==> src/rtl/grasspopper_pkg.sv <==
// -----------------------------------------------------------------------------
// grasspopper_pkg
// Shared constants and the FSM state type for the Kuznyechik (GOST R 34.12-2015)
// iterative round sequencer. Imported by grasspopper_ctrl.
//   BLOCK_W    : cipher block width in bits (16 bytes)
//   ROUNDS     : number of rounds driven through the shared round unit
//   LAST_ROUND : index of the final key-xor-only round
//   state_e    : sequencer FSM states
// -----------------------------------------------------------------------------
package grasspopper_pkg;

    localparam int         BLOCK_W    = 128;
    localparam int         ROUNDS     = 10;
    localparam logic [3:0] LAST_ROUND = 4'(ROUNDS - 1);

    // IDLE : waiting for a plaintext block
    // ISSUE: one-cycle launch of the current round
    // WAIT : waiting for the round unit result (watchdog running)
    // OUT  : presenting the ciphertext until the consumer takes it
    typedef enum logic [1:0] {
        IDLE,
        ISSUE,
        WAIT,
        OUT
    } state_e;

endpackage

==> src/rtl/grasspopper_ctrl.sv <==
// -----------------------------------------------------------------------------
// grasspopper_ctrl
// Iterative round sequencer for the Kuznyechik encoder. Accepts one block,
// drives a single external round unit through rounds 0..9 (0..8 full X-S-L,
// 9 key-xor only) and returns the ciphertext.
//
// Ports
//   clk, reset        : clock, synchronous active-high reset
//   in_valid/in_ready : plaintext handshake, in_data carries the block
//   out_valid/out_ready: ciphertext handshake, out_data carries the block
//   busy              : a block is in flight
//   err_o             : one-cycle pulse when the round unit timed out
//   rnd_start_o       : one-cycle pulse launching a round
//   rnd_num_o         : current round index (key select)
//   rnd_last_o        : current round is the key-xor-only round
//   rnd_data_o        : working block fed to the round unit
//   rnd_done_i        : round unit result valid (one-cycle pulse)
//   rnd_data_i        : round unit result
// -----------------------------------------------------------------------------
module grasspopper_ctrl
    import grasspopper_pkg::*;
#(
    parameter int BLOCK_W = grasspopper_pkg::BLOCK_W,
    parameter int TIMEOUT = 16
) (
    input  logic               clk,
    input  logic               reset,
    input  logic               in_valid,
    output logic               in_ready,
    input  logic [BLOCK_W-1:0] in_data,
    output logic               out_valid,
    input  logic               out_ready,
    output logic [BLOCK_W-1:0] out_data,
    output logic               busy,
    output logic               err_o,
    output logic               rnd_start_o,
    output logic [3:0]         rnd_num_o,
    output logic               rnd_last_o,
    output logic [BLOCK_W-1:0] rnd_data_o,
    input  logic               rnd_done_i,
    input  logic [BLOCK_W-1:0] rnd_data_i
);

    // The watchdog only has to count up to TIMEOUT-1: the TIMEOUT-th silent
    // WAIT cycle is detected while the counter still holds TIMEOUT-1.
    localparam int                WDOG_W   = (TIMEOUT > 1) ? $clog2(TIMEOUT) : 1;
    localparam logic [WDOG_W-1:0] WDOG_MAX = WDOG_W'((TIMEOUT > 0) ? (TIMEOUT - 1) : 0);

    state_e              state_q, state_d;
    logic [BLOCK_W-1:0]  st_q, st_d;
    logic [3:0]          rnd_q, rnd_d;
    logic [WDOG_W-1:0]   wdog_q, wdog_d;
    logic                err_q, err_d;

    // State register. err_q is registered so the timeout pulse lands in the
    // first IDLE cycle after the abort.
    always_ff @(posedge clk) begin
        if (reset) begin
            state_q <= IDLE;
            st_q    <= '0;
            rnd_q   <= '0;
            wdog_q  <= '0;
            err_q   <= 1'b0;
        end else begin
            state_q <= state_d;
            st_q    <= st_d;
            rnd_q   <= rnd_d;
            wdog_q  <= wdog_d;
            err_q   <= err_d;
        end
    end

    // Next-state logic. rnd_done_i is only looked at in WAIT, so a stray done
    // in IDLE or in the launch cycle cannot disturb st or rnd. A done arriving
    // in the last allowed WAIT cycle is checked first and beats the watchdog.
    always_comb begin
        state_d = state_q;
        st_d    = st_q;
        rnd_d   = rnd_q;
        wdog_d  = wdog_q;
        err_d   = 1'b0;

        unique case (state_q)
            IDLE: begin
                if (in_valid) begin
                    st_d    = in_data;
                    rnd_d   = '0;
                    state_d = ISSUE;
                end
            end
            ISSUE: begin
                wdog_d  = '0;
                state_d = WAIT;
            end
            WAIT: begin
                if (rnd_done_i) begin
                    st_d = rnd_data_i;
                    if (rnd_q == LAST_ROUND) begin
                        state_d = OUT;
                    end else begin
                        rnd_d   = rnd_q + 4'd1;
                        state_d = ISSUE;
                    end
                end else if ((TIMEOUT != 0) && (wdog_q == WDOG_MAX)) begin
                    err_d   = 1'b1;
                    state_d = IDLE;
                end else begin
                    wdog_d = wdog_q + 1'b1;
                end
            end
            OUT: begin
                if (out_ready) begin
                    state_d = IDLE;
                end
            end
            default: begin
                state_d = IDLE;
            end
        endcase
    end

    // Outputs are plain decodes of registered state, forced to zero while
    // reset is held so nothing downstream sees a handshake during reset.
    assign in_ready    = ~reset & (state_q == IDLE);
    assign out_valid   = ~reset & (state_q == OUT);
    assign busy        = ~reset & (state_q != IDLE);
    assign err_o       = ~reset & err_q;
    assign rnd_start_o = ~reset & (state_q == ISSUE);
    assign rnd_last_o  = ~reset & (rnd_q == LAST_ROUND);
    assign rnd_num_o   = reset ? 4'd0 : rnd_q;
    assign rnd_data_o  = reset ? '0 : st_q;
    assign out_data    = reset ? '0 : st_q;

endmodule

==> config.mk <==
export PLATFORM = sky130hd
export DESIGN_NAME = grasspopper_ctrl
export DESIGN_NICKNAME = d
export VERILOG_FILES = /design/src/rtl/grasspopper_pkg.sv /design/src/rtl/grasspopper_ctrl.sv
export SDC_FILE = /design/constraint.sdc
export NUM_CORES = 1
export LEC_CHECK = 0
export ABC_AREA = 1
export ABC_CLOCK_PERIOD_IN_PS = 2360
export CAP_MARGIN = 20
export CORE_AREA = 3 3 202 204
export CTS_CLUSTER_SIZE = 8
export DETAILED_ROUTE_END_ITERATION = 6
export DIE_AREA = 0 0 205 207
export DONT_BUFFER_PORTS = 1
export HOLD_SLACK_MARGIN = 0.08
export SLEW_MARGIN = 10
export SYNTH_ARGS = -nofsm -noshare
export SYNTH_HDL_FRONTEND = slang
export SYNTH_SLANG_ARGS = --single-unit
==> constraint.sdc <==
create_clock -name clk -period 2.36 [get_ports clk]
set_input_delay 0.59 -clock clk [delete_from_list [all_inputs] [get_ports clk]]
set_output_delay 0.59 -clock clk [all_outputs]
set_load 0.03 [all_outputs]
# == After elaboration in Yosys (flattened, before gate mapping) ==
# Cells that the tools add are included.
# classes
bitwise_logic,8
n_reduce_logical,9
muxes,19
eq_ne,12
addsub,2
# op_table
op,count
2-to-1 mux 128 bit,3
one-hot mux 128 bit (2 select lines),1
2-to-1 mux 4 bit,6
one-hot mux 4 bit (2 select lines),2
"!= test 2 bit, second input constant",6
2-to-1 mux 2 bit,5
AND reduction 3 bit,3
"adder 4 x 1 -> 4 bit, second input constant",2
"== test 4 bit, second input constant",2
one-hot mux 2 bit (4 select lines),1
AND 1 bit,6
nonzero test 2 bit,3
"== test 2 bit, second input constant",2
AND reduction 4 bit,1
"!= test 3 bit, second input constant",1
OR reduction 3 bit,1
"== test 2 x 1 -> 1 bit, second input constant",1
zero test 2 bit,1
inverter 1 bit,2
2-to-1 mux 1 bit,1
# totals
ff_bits,139
out_inout_bits,266

# == Longest topological paths before layout ==
# logic_depth
depth_word,4
mapped_depth,8
mapped_depth_nobuf,8

# == Worst setup path before layout ==
# Ideal clock, no wire load.
# synth_timing
path_kind,input port to output port
from,input reset
to,output rnd_data_o[100]
t_required_ns,1.770
n_path_buf,4
cell_stages,5
t_arrival_ns,1.868
path_slack_ns,-0.098
path_cell_list,buf_2 -> buf_1 -> buf_1 -> nor2_1 -> buf_4
# synth_via
elab_chain_cells,1
# synth_rtl
element,line,source
"start, declared",grasspopper_ctrl.sv:27,"input logic reset,"
2-to-1 mux 128 bit,--,
"end, declared",grasspopper_ctrl.sv:39,"output logic [BLOCK_W-1:0] rnd_data_o,"
# Every way passes these cells.

# == Final worst setup path ==
# layout_timing
from,register state_q[1]
to,output rnd_start_o
# layout_via
elab_chain_cells,2
# layout_rtl
element,line,source
"start, declared",grasspopper_ctrl.sv:49,"state_e state_q, state_d;"
"start signal, assigned",grasspopper_ctrl.sv:65,state_q <= state_d;
== test 2 x 1 -> 1 bit,grasspopper_ctrl.sv:128,assign rnd_start_o = ~reset & (state_q == ISSUE);
AND 1 bit,grasspopper_ctrl.sv:128,
"end, declared",grasspopper_ctrl.sv:36,"output logic rnd_start_o,"
# Every way passes these cells.

==> impl_metrics.json <==
{
  "cts_tree": "yes",
  "finClkSkew_ps": 7.84,
  "finalHoldViolCount": 0,
  "start_util_pct": 21.3,
  "leakage_nw": 5.11,
  "ant_nets": 0,
  "wl_mm": 25.2,
  "synth_top_cell_area_share_pct": 33.2,
  "fp.dieH_um": 207,
  "rsz0062_at_grt": "no",
  "critPathLaunch": "state_q[1]",
  "maxSlewViolCount": 0,
  "ctsResizeCount": 0,
  "synth_nets": 1470,
  "whs_endpoint": "err_q",
  "grt_util_all_layers_pct": 11.3,
  "cts.clk_slew.worst_paths_ps": 60,
  "yosys.area.top_type": "dfxtp_1",
  "hold_depth": 1,
  "utilization_pct": 24.1,
  "syn_area_um2": 8390,
  "place_inst": 1676,
  "yosysMostFrequentCell": "nand2_1",
  "cts-root-buf": "clkbuf_16",
  "rrSetupSlack_ps": 570,
  "fillers": 4402,
  "synth_area_leaders": "dfxtp_1 33%, o211a_1 15%, nand2_1 12%, buf_4 12%, nand3_1 8.1%",
  "syn_area_per_cell_um2": 6.95,
  "grt_max_degree": 146,
  "via_count": 7568,
  "place_hpwl_mm": 18.6,
  "worst_hold_slack_ps": 240,
  "setup_viol": 0,
  "wl_per_cell_um": 14.7,
  "clock_latency_ps": 430,
  "grt_pass1_vias": 7223,
  "ctsHtreeMaxLevel": 4,
  "r2r-start": "state_q[1]",
  "hp-class": "input port to flip-flop",
  "crit_path_end_kind": "output pin",
  "synthCells": 1206,
  "gp_congestion": 0.861,
  "synthArstFlopShare_pct": 0,
  "synth.yosys.seq_area_share_pct": 33.2,
  "nets": 1434,
  "rr_endpoint": "st_q[42]",
  "grt_pass1_wl_mm": 37.5,
  "first_iter_violations": 420,
  "fin_crit_sh_pct": 92.5,
  "final_cells": 1707,
  "powerDensity_nw_per_um2": 765,
  "design_power_total_mw": 7.27,
  "synth-main-ff-cell": "dfxtp_1",
  "io_pins": 527,
  "period_needed_ps": 2180,
  "antenna_found_initial": 2,
  "cts_buffers": 17,
  "cap_violations": 0,
  "cts_max_path_buffers": 2,
  "synth_common_cells": "274 x nand2_1, 146 x nor2_1, 141 x inv_1, 139 x dfxtp_1, 135 x nand3_1",
  "viasPerCell": 4.43,
  "criticalPathCategory": "flip-flop to output pin",
  "peakVddDrop_v": 0.000471,
  "synth_seq_cells": 139,
  "tightest_slew_ps": 620,
  "die_x_um": 205,
  "clock_sinks": 139,
  "yosys_warnings": 0,
  "start_kind": "flip-flop",
  "crit_fanout": 7,
  "synth_edf_count": 0,
  "area_delta_synth_final_pct": 13.3,
  "port_buffers": 0,
  "hold_buffers": 0,
  "die_area_um2": 42400,
  "route.detailed.drc": 0,
  "cts_setup_buffers": 0,
  "core_um2": 39500,
  "crit_required_ps": 1770,
  "max_freq_mhz": 458,
  "fin_tns_setup_ps": 0,
  "cp_data_arrival_time_ps": 1590,
  "overflow": 0,
  "status": "complete, no violations",
  "relSlewSlack_pct": 58.7,
  "r2r_cells": 6,
  "min-delay-start": "rnd_done_i",
  "drive_gt1_share_pct": 16.3,
  "rows": 73,
  "yosysUniqueCellTypes": 23,
  "drt-pass1-iter-count": 5
}
==> registers in the layout (all words and copies together) (netlist names) <==
| register | cells |
|---|---|
| err_q | 1 |
| st_q | 128 |
| rnd_q | 4 |
| wdog_q | 4 |
| state_q | 2 |
==> kinds of logic (layout without fill, tap and decap cells) <==
logic type               count (synthesis)  after routing  synth area share (%)
flip-flops                             139            139                  33.2
other                                    0              2                     0
AND/OR/NAND/NOR                        568            568                  27.9
buffers and inverters                  357            331                  22.6
adder cells (fa/ha/maj)                  3              3                 0.448
AO/OA/AOI/OAI                          139            139                  16.0
==> final cells by class <==
cell class	count	area, um^2	share of cell area, %
antenna	2	5.00	0.0527
clock buffer	21	450	4.74
clock inverter	8	73.8	0.777
inverter	143	539	5.68
multi-input combinational	710	3740	39.3
sequential	139	2780	29.3
tap	525	657	6.91
timing repair buffer	159	1260	13.2
==> per-stage QoR <==
step	area, um^2	worst slack [ps]
6_report	9500	177
5_1_grt	9500	54.5
4_1_cts	9500	129
3_5_place_dp	8970	549
3_3_place_gp	8970	572
2_1_floorplan	8390	-97.9
==> where the power goes <==
group | internal, mW | switching (mW)
registers | 2.62 | 0.140
clock network | 1.45 | 1.03
logic | 0.635 | 1.40
total | 4.70 | 2.57
==> worst max-delay path, stage by stage (launching register included) <==
cell,delay [ps]
dfxtp_1,390
inv_2,150
nand2_1,130
nor2_1,490
==> cell usage in the layout, fill, tap and decap left out, types with 4 or more instances in the layout <==
| cell | instances |
|---|---|
| nand2_1 | 273 |
| buf_4 | 154 |
| nor2_1 | 145 |
| inv_1 | 141 |
| dfxtp_1 | 139 |
| nand3_1 | 135 |
| o211a_1 | 128 |
| clkbuf_16 | 17 |
| a21oi_1 | 7 |
| nor3_1 | 5 |
| buf_12 | 5 |
| clkinv_2 | 4 |
==> per-layer routing <==
metal  vias to the layer above  share of wire, %  global-route usage (%)
met5                         -                 0                       0
met3                        53               8.1                    3.54
met2                       366                49                    19.5
met4                         0               3.9                    6.01
li1                       3631                 -                       -
met1                      3518                39                    12.2
==> how the worst max path moves through the flow <==
stage                      end  cells after the start
5_1_grt            rnd_start_o                      3
6_report           rnd_start_o                      3
3_5_place_dp          st_q[42]                      5
3_3_place_gp           st_q[3]                      5
2_1_floorplan  rnd_data_o[100]                      5
4_1_cts            rnd_start_o                      3
No activity file was read; power rests on OpenSTA's default activity.
